[src/rtl/pipe_pkg.sv]
// rtl/pipe_pkg.sv - shared pipeline constants for the IF stage and the pipeline registers after it
package pipe_pkg;

  localparam int PC_W    = 32;
  localparam int INSTR_W = 32;

  localparam logic [INSTR_W-1:0] NOP_INSTR = '0;
  localparam int                 PC_INCR   = 4;

  // Low PC bits forced by this value when a redirect lands, keeping fetches word-aligned
  localparam logic [1:0] ALIGN_LSBS = 2'b00;

endpackage

[src/rtl/pc_reg.sv]
// rtl/pc_reg.sv - program counter register with write enable and sequential/redirect next-PC mux
module pc_reg
  import pipe_pkg::*;
#(
  parameter int                  PC_WIDTH = PC_W,
  parameter logic [PC_WIDTH-1:0] RESET_PC = '0
) (
  input  logic                clk,
  input  logic                rst_n,
  input  logic                pcWrite,
  input  logic                branchTaken,
  input  logic [PC_WIDTH-1:0] branchTarget,
  output logic [PC_WIDTH-1:0] pc,
  output logic [PC_WIDTH-1:0] pcPlus4
);

  logic [PC_WIDTH-1:0] pcNext;
  logic [PC_WIDTH-1:0] alignedTarget;

  assign pcPlus4       = pc + PC_WIDTH'(PC_INCR);
  assign alignedTarget = {branchTarget[PC_WIDTH-1:$bits(ALIGN_LSBS)], ALIGN_LSBS};

  always_comb begin
    pcNext = pcPlus4;
    if (branchTaken) begin
      pcNext = alignedTarget;
    end
  end

  // Stall overrides any redirect: branch operands are not trustworthy while stalled
  always_ff @(posedge clk or negedge rst_n) begin
    if (!rst_n) begin
      pc <= RESET_PC;
    end else if (pcWrite) begin
      pc <= pcNext;
    end
  end

endmodule

[src/rtl/if_stage_pipe.sv]
// rtl/if_stage_pipe.sv - instruction fetch stage and IF/ID register; IF_PERF_CNT_EN adds stall/flush counters
module if_stage_pipe
  import pipe_pkg::*;
#(
  parameter int                  PC_WIDTH    = PC_W,
  parameter int                  INSTR_WIDTH = INSTR_W,
  parameter logic [PC_WIDTH-1:0] RESET_PC    = '0
) (
  input  logic                   clk,
  input  logic                   rst_n,
  input  logic                   PCWrite,
  input  logic                   IF_ID_Write,
  input  logic                   Branch_Taken,
  input  logic [PC_WIDTH-1:0]    Branch_Target,
  output logic [PC_WIDTH-1:0]    Instr_Addr,
  input  logic [INSTR_WIDTH-1:0] Instr_In,
  output logic [INSTR_WIDTH-1:0] IF_ID_Instr,
  output logic [PC_WIDTH-1:0]    IF_ID_PCPlus4,
`ifdef IF_PERF_CNT_EN
  output logic                   IF_ID_Valid,
  output logic [31:0]            Stall_Cnt,
  output logic [31:0]            Flush_Cnt
`else
  output logic                   IF_ID_Valid
`endif
);

  logic [PC_WIDTH-1:0] pc;
  logic [PC_WIDTH-1:0] pcPlus4;

  pc_reg #(
    .PC_WIDTH (PC_WIDTH),
    .RESET_PC (RESET_PC)
  ) uPcReg (
    .clk          (clk),
    .rst_n        (rst_n),
    .pcWrite      (PCWrite),
    .branchTaken  (Branch_Taken),
    .branchTarget (Branch_Target),
    .pc           (pc),
    .pcPlus4      (pcPlus4)
  );

  assign Instr_Addr = pc;

  // Hold beats flush, so a stalled ID keeps its instruction even if a redirect is pending
  always_ff @(posedge clk or negedge rst_n) begin
    if (!rst_n) begin
      IF_ID_Instr   <= INSTR_WIDTH'(NOP_INSTR);
      IF_ID_PCPlus4 <= '0;
      IF_ID_Valid   <= 1'b0;
    end else if (IF_ID_Write) begin
      if (Branch_Taken) begin
        IF_ID_Instr   <= INSTR_WIDTH'(NOP_INSTR);
        IF_ID_PCPlus4 <= '0;
        IF_ID_Valid   <= 1'b0;
      end else begin
        IF_ID_Instr   <= Instr_In;
        IF_ID_PCPlus4 <= pcPlus4;
        IF_ID_Valid   <= 1'b1;
      end
    end
  end

`ifdef IF_PERF_CNT_EN
  always_ff @(posedge clk or negedge rst_n) begin
    if (!rst_n) begin
      Stall_Cnt <= '0;
      Flush_Cnt <= '0;
    end else begin
      if (!PCWrite && (Stall_Cnt != '1)) begin
        Stall_Cnt <= Stall_Cnt + 32'd1;
      end
      if (IF_ID_Write && Branch_Taken && (Flush_Cnt != '1)) begin
        Flush_Cnt <= Flush_Cnt + 32'd1;
      end
    end
  end
`endif

  // Advancing the PC while IF/ID holds drops the fetched instruction
  illegalStallCombo: assert property (@(posedge clk) disable iff (!rst_n) !(PCWrite && !IF_ID_Write));

endmodule

[config.mk]
export PLATFORM = sky130hd
export DESIGN_NAME = if_stage_pipe
export DESIGN_NICKNAME = d
export VERILOG_FILES = /design/src/rtl/pipe_pkg.sv /design/src/rtl/pc_reg.sv /design/src/rtl/if_stage_pipe.sv
export SDC_FILE = /design/constraint.sdc
export NUM_CORES = 1
export LEC_CHECK = 0
export CAP_MARGIN = 20
export CORE_MARGIN = 3
export CORE_UTILIZATION = 35
export DETAILED_ROUTE_END_ITERATION = 12
export GPL_TIMING_DRIVEN = 0
export PLACE_DENSITY = 0.74
export SKIP_LAST_GASP = 1
export SYNTH_ARGS = -nofsm -noshare
export SYNTH_HDL_FRONTEND = slang
export SYNTH_SLANG_ARGS = --single-unit
[constraint.sdc]
create_clock -name clk -period 1.65 [get_ports clk]
set_input_delay 0.2475 -clock clk [delete_from_list [all_inputs] [get_ports clk]]
set_output_delay 0.2475 -clock clk [all_outputs]
set_load 0.1 [all_outputs]
## Yosys cells after proc, flatten, opt, wreduce, memory -nomap -nowiden

Cells that the tools add are included.

| word-level totals | value |
|---|---|
| logic and storage cells | 9 |
| register bits | 97 |

| operators by class | value |
|---|---|
| add/subtract/negate cells | 1 |
| mux-type cells | 4 |

Operator list:

| cell | number |
|---|---|
| 2-to-1 mux 32 bit | 3 |
| adder 32 x 3 -> 32 bit (second input constant) | 1 |
| 2-to-1 mux 1 bit | 1 |

## Depth between registers and ports, before layout

Gate-level depths: netlist of the first run.

| logic depth | value |
|---|---|
| word-level depth | 2 |
| gate-level depth with buffers | 8 |
| depth with buffers taken out | 5 |

## Cells and area by module

Synthesis of the first run repeated with hierarchy kept, for this count alone.

| second synthesis, totals | value |
|---|---|
| cells, all modules | 566 |
| area total of the unflattened synthesis | 5303.8 um2 |

Modules (own cells, without submodules):

| module | times used | cells each | area each (um2) | seq. area each (um2) |
|---|---|---|---|---|
| if_stage_pipe | 1 | 280 | 2857.7 | 1626.6 |
| pc_reg | 1 | 286 | 2446.1 | 750.7 |

## Least setup slack after synthesis of the first run

No wires, ideal clock.

| timing path | value |
|---|---|
| path type | reg-to-reg |
| start point | reg uPcReg.pc[2] |
| end point | reg IF_ID_PCPlus4[30] |
| arrival | 2391 ps |
| library setup time | 126 ps |
| period minus slack after synthesis | 2517 ps |
| data required time | 1524 ps |
| cell stages (with the launch flop) | 6 |
| setup slack | -867 ps |
| cell sequence | dfrtp_1 -> ha_1 -> nand4_2 -> nor4_2 -> a311oi_1 -> a221o_1 |

| between the ends | value |
|---|---|
| cells in the longest elaborated chain, start to end | 2 |

RTL lines:

| what | line | RTL |
|---|---|---|
| start, declared | pc_reg.sv:13 | `output logic [PC_WIDTH-1:0] pc,` |
| start signal, assigned | pc_reg.sv:35 | `pc <= pcNext;` |
| adder 32 x 3 -> 32 bit | pc_reg.sv:20 | `assign pcPlus4 = pc + PC_WIDTH'(PC_INCR);` |
| 2-to-1 mux 32 bit | if_stage_pipe.sv:53 | `if (Branch_Taken) begin` |
| end signal, assigned | if_stage_pipe.sv:59 | `IF_ID_PCPlus4 <= pcPlus4;` |
| end, declared | if_stage_pipe.sv:18 | `output logic [PC_WIDTH-1:0] IF_ID_PCPlus4,` |

Every way passes these cells.
A chain may end at the register's enable or synchronous reset.

## Worst setup path in the final report of the first run

| timing path | value |
|---|---|
| start point | reg uPcReg.pc[20] |
| end point | reg IF_ID_PCPlus4[27] |

Same word-level chain as after synthesis.

==> impl_metrics.yaml, run 1 <==
power_and_ir_drop:
  vdd_drop_max_v: 0.000724
  leakagePower_uw: 0.00348
  p_per_area_mw_per_mm2: 1130
clock_network:
  clk_pin_slew_ns: 0.07
  cts_tree: "done"
  cts.sinks: 94
  clock_latency_ns: 0.35
  cts.path.max_buffers: 2
  cts-root-buf: "clkbuf_16"
  cts_made_buffers: 9
  htreeDepth: 3
outcome:
  violations: "negative setup slack"
  status: "finished with violations"
yosys:
  synth_warnings: 0
  synth.area.mux_share: 0.00817
  synth-simple-area-share: 0.232
  synth_top_area_frac: 0.452
  synth_compound_gate_area_share: 0.220
  yosysUniqueCellTypes: 65
  synth_top_family_by_area: "simple AND/OR/NAND/NOR gates"
  syn_area_mm2: 0.00521
  ys_seq_elements: 94
  syn_avg_cell_area_um2: 9.55
  synth_xor_area_frac: 0.0202
  async_reset_ff_frac: 1.00
  synthAdderAreaFrac: 0.00240
  synth_edf_count: 0
  synthCells: 545
  ys.flop_type: "dfrtp_1"
  yosys.area.top_type: "dfrtp_1"
  synth_seq_area_share: 0.452
  synth.area.top_cells: "dfrtp_1 45%, a31o_2 5.4%, nor2b_1 4.7%"
setup_path:
  crit_slowest_cell: "or4_4"
  start_kind: "flip-flop"
  path_class: "reg -> reg"
  worst_setup_path_end_kind: "flip-flop"
  slowest_delay_ns: 0.52
  crit_required_ns: 1.94
  path_cells: "buf_6 > nand2_4 > or3_1 > or4_4 > nand3_2"
  critPathTopFamily: "simple AND/OR/NAND/NOR gates"
  r2r_cells: 5
  worstPathMaxFanout: 10
  crit_arrival_ns: 1.99
  critPathBufInv: 1
  cp.depth: 5
final_layout:
  antennaDiodeCount: 0
  drive_above_1_share: 0.419
  layout.nets: 828
  area_delta_synth_final_pct: 62.7
  fillerInstances: 1199
  layoutNonFillerInstCount: 943
  largest_reg_flops: 32
detailed_routing:
  vias_per_cell: 5.97
  ant_nets: 0
  drcViolationCount: 0
  wirelength_um: 20300
  vias: 5632
  dr.pass1.iters: 6
  drt-wirelength-per-cell_um: 21.5
  drt-initial-drc-count: 737
global_route:
  antenna_found_initial: 0
  grt_overflow: 0
  grt_usage: 0.245
  grt_pass1_wl_um: 31500
  grt_max_degree: 62
  grt_pass1_vias: 5828
floorplanning:
  pin_count: 166
  rows: 43
  dieArea_mm2: 0.0164
  start_util: 0.367
  fp.dieW_um: 128
  core_mm2: 0.0142
  dieHeight_um: 128
timing:
  finalSetupTns_ns: -0.310
  maxSlewViolCount: 0
  worstMarginPinSlew_ns: 0.709
  finalHoldViolations: 0
  setup-violations-final: 10
  slew_headroom: 0.528
  period_minus_slack_ns: 1.70
  fin_crit_sh: 1.03
  clock_skew_ns: 0.00621
  setup_ws_ns: -0.0535
  fmax_mhz: 587
  rsz0062_at_grt: "yes"
job:
  maxCapViolCount: 0
place:
  dpl.hpwl_um: 13400
  placedCellCount: 887
  port_buffers: 160
  gp_congestion: 0.902
worst_hold_path:
  min_path_type: "in -> async"
per-layer routing:
layer	wire (um)	GRT usage	vias up
met5	0	0	-
met4	867	0.105	0
met3	2020	0.0583	80
met2	9620	0.384	383
met1	7790	0.323	2703
li1	-	-	2466
cell usage after synthesis (11+ instances only):
| cell | number |
|---|---|
| dfrtp_1 | 94 |
| nor2b_1 | 39 |
| nand2_1 | 37 |
| nor2_1 | 33 |
| a31o_2 | 32 |
| nand3_1 | 27 |
| nand4_1 | 23 |
| clkbuf_1 | 22 |
| a21oi_1 | 14 |
| a22o_1 | 14 |
| buf_2 | 14 |
| inv_1 | 13 |
| o21ai_0 | 12 |
| nor3_1 | 11 |
| o311ai_1 | 11 |
cells by family (layout without fill, tap and decap cells):
logic type      Yosys count  count (layout)
simple gates            214             215
compound gates          148             148
flops                    94              94
buf+inv                  71             287
xor+xnor                 12              12
mux                       4               4
fa+ha+maj                 1               1
other cells               1               2
final cells by class:
type	instances	area, um2	area share
clock inverter	6	133	0.0157
sequential	94	2440	0.288
inverter	15	56.3	0.00665
tap	180	225	0.0266
multi-input combinational	382	2920	0.344
buffer	51	380	0.0449
timing repair buffer	205	2080	0.245
clock buffer	10	239	0.0282
path summary, 6_finish.rpt:
check,start,end,slack (ns)
worst max-delay path,uPcReg.pc[20]$_DFFE_PN0P_,IF_ID_PCPlus4[27]$_DFFE_PN0P_,-0.05
worst min-delay path,rst_n,uPcReg.pc[5]$_DFFE_PN0P_,0.40
worst max register to register,uPcReg.pc[20]$_DFFE_PN0P_,IF_ID_PCPlus4[27]$_DFFE_PN0P_,-0.05
worst min register to register,IF_ID_Valid$_DFFE_PN0P_,IF_ID_Valid$_DFFE_PN0P_,0.49
max in group asynchronous,rst_n,uPcReg.pc[23]$_DFFE_PN0P_,0.54
min in group clk,PCWrite,uPcReg.pc[31]$_DFFE_PN0P_,0.48
per-stage QoR:
stage                     hold slack (ns)  cell area, um2  setup WS [ns]  utilization  total power (uW)
after detailed placement            0.242            7340         -0.915        0.517              6850
final                               0.405            8470        -0.0535        0.596              9610
after global placement              0.467            7310          -3.96        0.515              6800
after floorplan                   -0.0481            5490         -0.243            -              5760
after CTS                           0.415            8400        -0.0980        0.592              9580
after global routing                0.451            8470         -0.131        0.596              9910
layout by cell type, fill, tap and decap left out, types with 20 or more instances in the layout:
master | Yosys | final
clkdlybuf4s15_2 | 0 | 76
a31o_2 | 32 | 32
nor2b_1 | 39 | 39
buf_4 | 9 | 40
dfrtp_4 | 0 | 22
nand4_1 | 23 | 23
buf_2 | 14 | 20
dfrtp_1 | 94 | 65
clkdlybuf4s50_1 | 0 | 64
nand2_1 | 37 | 35
nor2_1 | 33 | 29
repair_timing:
item,in CTS,in global routing
endpoints found under the setup margin,185,94
pin swaps,24,18
gates cloned,5,1
gates resized for setup,351,68
buffers inserted,30,9
hold endpoints to repair,33,0
hold buffers,1,0
power by group:
group	internal [uW]	switching, uW	total, uW	leakage [uW]
Clock	1670	929	2600	0.000179
Combinational	1100	2970	4070	0.00215
Sequential	2630	305	2940	0.00115
Total	5400	4200	9610	0.00348
Power figures use the tool's default switching activity.
==> run 2, diff against run 1 <==
CORE_MARGIN = unset   (was 3)
GPL_ROUTABILITY_DRIVEN = 0   (was unset)
==> run 2 against run 1 <==
  * The run still ends with negative setup slack left
  * Largest power group unchanged
  * Power fell by 3.7%
  * Final area decreased by 0.86%
  * Sequential share of layout area increased by 0.25 points
  * Count of clock-buffer cells in the layout fell by 1
  * Core utilization decreased by 1.9 points
  * First-iteration DRC count shrank 6.5%
==> impl_metrics.yaml, run 2 (same netlist as run 1, synthesis figures left out) <==
outcome:
  status: "finished with violations"
  violations: "negative setup slack"
timing:
  rsz0062_at_grt: "yes"
  clock_skew_ns: 0.00899
  fin_crit_sh: 1.06
  setup-violations-final: 26
  hold_ws_ns: 0.361
  worstMarginPinSlew_ns: 0.670
  period_minus_slack_ns: 1.74
  finalHoldViolations: 0
  fmax_mhz: 573
  setup_ws_ns: -0.0949
  maxSlewViolCount: 0
  slew_headroom: 0.554
floorplanning:
  rows: 44
  fp.dieW_um: 124
  core_mm2: 0.0145
  dieArea_mm2: 0.0154
  dieHeight_um: 124
  start_util: 0.358
  pin_count: 166
global_route:
  grt_pass1_wl_um: 29000
  grt_usage: 0.253
  grt_max_degree: 65
  grt_pass1_vias: 5368
  antenna_found_initial: 0
  grt_overflow: 0
setup_path:
  worst_setup_path_end_kind: "flip-flop"
  r2r_cells: 7
  path_class: "reg -> reg"
  ff2ff_setup_slack_ns: -0.09
  critPathMostFrequentCell: "buf_6"
  worstSetupStartpoint: "uPcReg.pc[2]$_DFFE_PN0P_"
  crit_slowest_cell: "dfrtp_4"
  start_kind: "flip-flop"
  r2r-end: "IF_ID_PCPlus4[27]$_DFFE_PN0P_"
  worstPathMaxFanout: 5
  regToRegStartpoint: "uPcReg.pc[2]$_DFFE_PN0P_"
  crit_required_ns: 1.95
  crit_arrival_ns: 2.05
  critPathBufInv: 3
  path_cells: "buf_6 > and4_1 > buf_6 > nand4_4 > buf_6 > or4_4 > nand3_2"
  slowest_delay_ns: 0.43
  critPathTopFamily: "simple AND/OR/NAND/NOR gates"
detailed_routing:
  dr.pass1.iters: 5
  vias: 5594
  vias_per_cell: 5.92
  ant_nets: 0
  drt-wirelength-per-cell_um: 20.7
  drt-initial-drc-count: 689
  wirelength_um: 19600
  drcViolationCount: 0
final_layout:
  final_common_cell: "clkdlybuf4s15_2"
  final_core_util: 0.578
  area_delta_synth_final_pct: 61.3
  antennaDiodeCount: 0
  layout_common_cells: "75 x clkdlybuf4s15_2, 65 x dfrtp_1, 64 x clkdlybuf4s50_1"
  layout.nets: 826
  largest_reg_flops: 32
  drive_above_1_share: 0.423
worst_hold_path:
  min_path_type: "in -> async"
place:
  dpl.hpwl_um: 12900
  port_buffers: 160
clock_network:
  cts_made_buffers: 9
  cts.path.max_buffers: 2
  cts.sinks: 94
  cts-root-buf: "clkbuf_16"
  cts_tree: "done"
  htreeDepth: 3
  clock_latency_ns: 0.36
  clk_pin_slew_ns: 0.08
job:
  maxCapViolCount: 0
power_and_ir_drop:
  finalPower_uw: 9260
  leakagePower_uw: 0.00350
  vdd_drop_max_v: 0.000485
  p_per_area_mw_per_mm2: 1100
run 2: changes by cell type in the layout (fill, tap and decap cells not counted), moves of 3 or more:
| cell | delta |
|---|---|
| bufinv_16 | -3 |
| buf_4 | -6 |
| buf_6 | +5 |
| clkdlybuf4s18_2 | -3 |
| nor2_4 | -3 |
| o311ai_4 | +3 |
| clkbuf_4 | -4 |
| nor2_2 | +4 |
| clkbuf_2 | +8 |
run 2: layout make-up:
cell class / instances / area (um2)
clock buffer: 9 / 225
sequential: 94 / 2440
buffer: 54 / 397
clock inverter: 7 / 91.3
multi-input combinational: 381 / 2930
inverter: 15 / 56.3
fill: 1213 / 6130
timing repair buffer: 201 / 2030
tap: 184 / 230
run 2: metrics by stage:
stage / instance area, um2 / std cells / setup TNS, ns / setup WS [ns]
2_1_floorplan: 5490 / 546 / -4.41 / -0.243
3_3_place_gp: 7320 / 890 / -379.43 / -3.86
3_5_place_dp: 7340 / 891 / -64.36 / -0.932
4_1_cts: 8220 / 932 / -0.851 / -0.0927
5_1_grt: 8400 / 945 / -2.55 / -0.138
6_report: 8400 / 945 / -0.928 / -0.0949
run 2: worst max-delay path by stage:
stage,slack [ns],depth (start not counted),to
5_1_grt,-0.14,7,IF_ID_PCPlus4[27]$_DFFE_PN0P_
3_5_place_dp,-0.93,7,uPcReg.pc[4]$_DFFE_PN0P_
2_1_floorplan,-0.24,6,uPcReg.pc[22]$_DFFE_PN0P_
3_3_place_gp,-3.86,1,uPcReg.pc[20]$_DFFE_PN0P_
6_report,-0.09,7,IF_ID_PCPlus4[27]$_DFFE_PN0P_
4_1_cts,-0.09,7,IF_ID_PCPlus4[27]$_DFFE_PN0P_
run 2: metal layers:
metal  global-route usage  up-vias  part of all wire  wire (um)
met5                    0        -                 0          0
met2                0.408      333              0.49       9510
li1                     -     2465                 -          -
met3               0.0563       68             0.090       1770
met4                0.110        0             0.038        746
met1                0.324     2728              0.39       7580
run 2: repair_timing:
item,4_1_cts,5_1_grt
hold buffers,1,0
cloned,3,1
setup endpoints to repair,188,85
pin swaps,21,17
endpoints found under the hold margin,30,0
resized for setup,351,76
setup buffers,22,13
run 2: where the power goes:
part	switching (uW)	internal [uW]	total, uW
clock network	1050	1210	2260
logic	2960	1100	4070
registers	299	2630	2930
total	4310	4940	9260
==> run 3, diff against run 2 <==
DONT_BUFFER_PORTS = 1   (was unset)
PLACE_DENSITY = 0.59   (was 0.74)
REMOVE_ABC_BUFFERS = 1   (was unset)
==> run 3 against run 2 <==
  * The run ends with negative hold slack, negative setup slack left
  * Clock skew shrank 0.00061 ns
  * Clock power shrank 7%
  * Hold slack lost 0.77 ns
  * Via count shrank 19%
  * Sequential cell count is the same
  * Combinational power shrank 71%
  * Sequential share of layout area grew 9.3 points
  * Die area is the same
  * Power shrank 11%
  * Non-clock buffer count shrank 201
==> impl_metrics.yaml, run 3 (same netlist as run 1, synthesis figures left out) <==
place:
  place_ws_ns: -1.40
  port_buffers: 0
  dpl.hpwl_um: 9720
  placedCellCount: 681
power_and_ir_drop:
  finalPower_uw: 8200
  p_per_area_mw_per_mm2: 1290
  power.internal_uw: 4360
  netSwitchingFraction: 0.469
  p_clk_frac: 0.256
  power_frac_comb: 0.143
  power_switching_uw: 3850
  seqPwrFrac: 0.600
  leakagePower_uw: 0.00256
  vdd_drop_max_v: 0.000667
outcome:
  status: "finished with violations"
  violations: "negative hold slack, negative setup slack"
floorplanning:
  fp.dieW_um: 124
  start_util: 0.358
  pin_count: 166
  dieArea_mm2: 0.0154
  rows: 44
  dieHeight_um: 124
  core_mm2: 0.0145
timing:
  maxSlewViolCount: 0
  rsz0062_at_grt: "yes"
  fmax_mhz: 505
  worstMarginPinSlew_ns: 1.12
  period_minus_slack_ns: 1.98
  clock_skew_ns: 0.00838
  setup_ws_ns: -0.331
  finalHoldViolations: 94
  fin_crit_sh: 1.20
  hold_ws_ns: -0.406
  finalSetupTns_ns: -11.13
  setup-violations-final: 51
  slew_headroom: 0.256
clock_network:
  htreeDepth: 3
  cts_hold_buf: 2
  clk_pin_slew_ns: 0.07
  cts.path.max_buffers: 2
  cts.sinks: 94
  cts-root-buf: "clkbuf_16"
  cts_made_buffers: 9
  cts_tree: "done"
  clock_latency_ns: 0.34
detailed_routing:
  drt-initial-drc-count: 228
  vias: 4523
  wirelength_um: 16400
  ant_nets: 0
  vias_per_cell: 6.07
  dr.pass1.iters: 4
  drcViolationCount: 0
  drt-wirelength-per-cell_um: 22.0
setup_path:
  critPathTopFamily: "simple AND/OR/NAND/NOR gates"
  start_kind: "flip-flop"
  crit_arrival_ns: 2.26
  path_cells: "ha_4 > and4_4 > nand3_4 > or4b_4 > nand3_2"
  path_class: "reg -> reg"
  worstPathMaxFanout: 6
  crit_required_ns: 1.93
  worst_setup_path_end_kind: "flip-flop"
  crit_slowest_cell: "dfrtp_4"
  slowest_delay_ns: 0.65
  critPathBufInv: 0
final_layout:
  antennaDiodeCount: 0
  fillerInstances: 1383
  layoutNonFillerInstCount: 745
  drive_above_1_share: 0.292
  final_common_cell: "dfrtp_1"
  area_delta_synth_final_pct: 22.2
  layout_common_cells: "67 x dfrtp_1, 38 x nor2b_1, 35 x nand2_1"
  largest_reg_flops: 32
  layout.nets: 626
global_route:
  grt_overflow: 0
  grt_pass1_vias: 4278
  grt_pass1_wl_um: 24200
  grt_max_degree: 95
  grt_usage: 0.211
  antenna_found_initial: 0
job:
  maxCapViolCount: 0
worst_hold_path:
  min_path_type: "in -> async"
run 3: worst register-to-register path: cells and delay by family, from the launching register on:
family	cells	cell delay [ns]
adders and majority gates	1	0.22
DFF	1	0.65
and+or+nand+nor	4	1.05
run 3: layout make-up:
cell class | count | area [um2] | area share
Inverter | 15 | 56.3 | 0.00885
Clock inverter | 4 | 47.5 | 0.00747
Clock buffer | 12 | 246 | 0.0387
Timing Repair Buffer | 54 | 544 | 0.0855
Multi-Input combinational cell | 382 | 2800 | 0.440
Tap cell | 184 | 230 | 0.0362
Sequential cell | 94 | 2440 | 0.384
run 3: metal layers:
layer,wire length (um),GRT usage,vias up,share of wire
met3,1590,0.0582,35,0.097
met5,0,0,-,0
met1,6790,0.266,2232,0.41
met4,480,0.0952,0,0.029
met2,7520,0.335,205,0.46
li1,-,-,2051,-
run 3: worst paths after layout:
| path | startpoint | end | slack (ns) | cells after the start |
|---|---|---|---|---|
| min in group clk | PCWrite | uPcReg.pc[5]$_DFFE_PN0P_ | 0.02 | 1 |
| min | rst_n | IF_ID_Instr[7]$_DFFE_PN0P_ | -0.41 | 0 |
| max reg2reg | uPcReg.pc[2]$_DFFE_PN0P_ | uPcReg.pc[22]$_DFFE_PN0P_ | -0.33 | 5 |
| max in group asynchronous | rst_n | uPcReg.pc[10]$_DFFE_PN0P_ | 1.93 | 0 |
| max | uPcReg.pc[2]$_DFFE_PN0P_ | uPcReg.pc[22]$_DFFE_PN0P_ | -0.33 | 5 |
| min reg2reg | uPcReg.pc[20]$_DFFE_PN0P_ | uPcReg.pc[20]$_DFFE_PN0P_ | 0.75 | 3 |
run 3: repair_timing:
| action | 4_1_cts | 5_1_grt |
|---|---|---|
| endpoints found under the setup margin | 79 | 52 |
| setup buffers | 36 | 9 |
| pin swaps | 36 | 13 |
| gates cloned | 2 | 1 |
| endpoints found under the hold margin | 99 | 94 |
| resized for setup | 93 | 26 |
run 3: power groups by stage:
stage,sequential (uW),clock (uW),combinational [uW]
final,4930,2100,1180
after global routing,4980,2250,1290
after CTS,4920,2170,1110
after detailed placement,4900,0,947
after global placement,4980,0,738
after floorplan,4850,0,635
run 3: metrics by stage:
stage	util	area, um2
2_1_floorplan	-	4930
3_3_place_gp	0.355	5160
3_5_place_dp	0.364	5290
4_1_cts	0.425	6180
5_1_grt	0.438	6360
6_report	0.438	6360
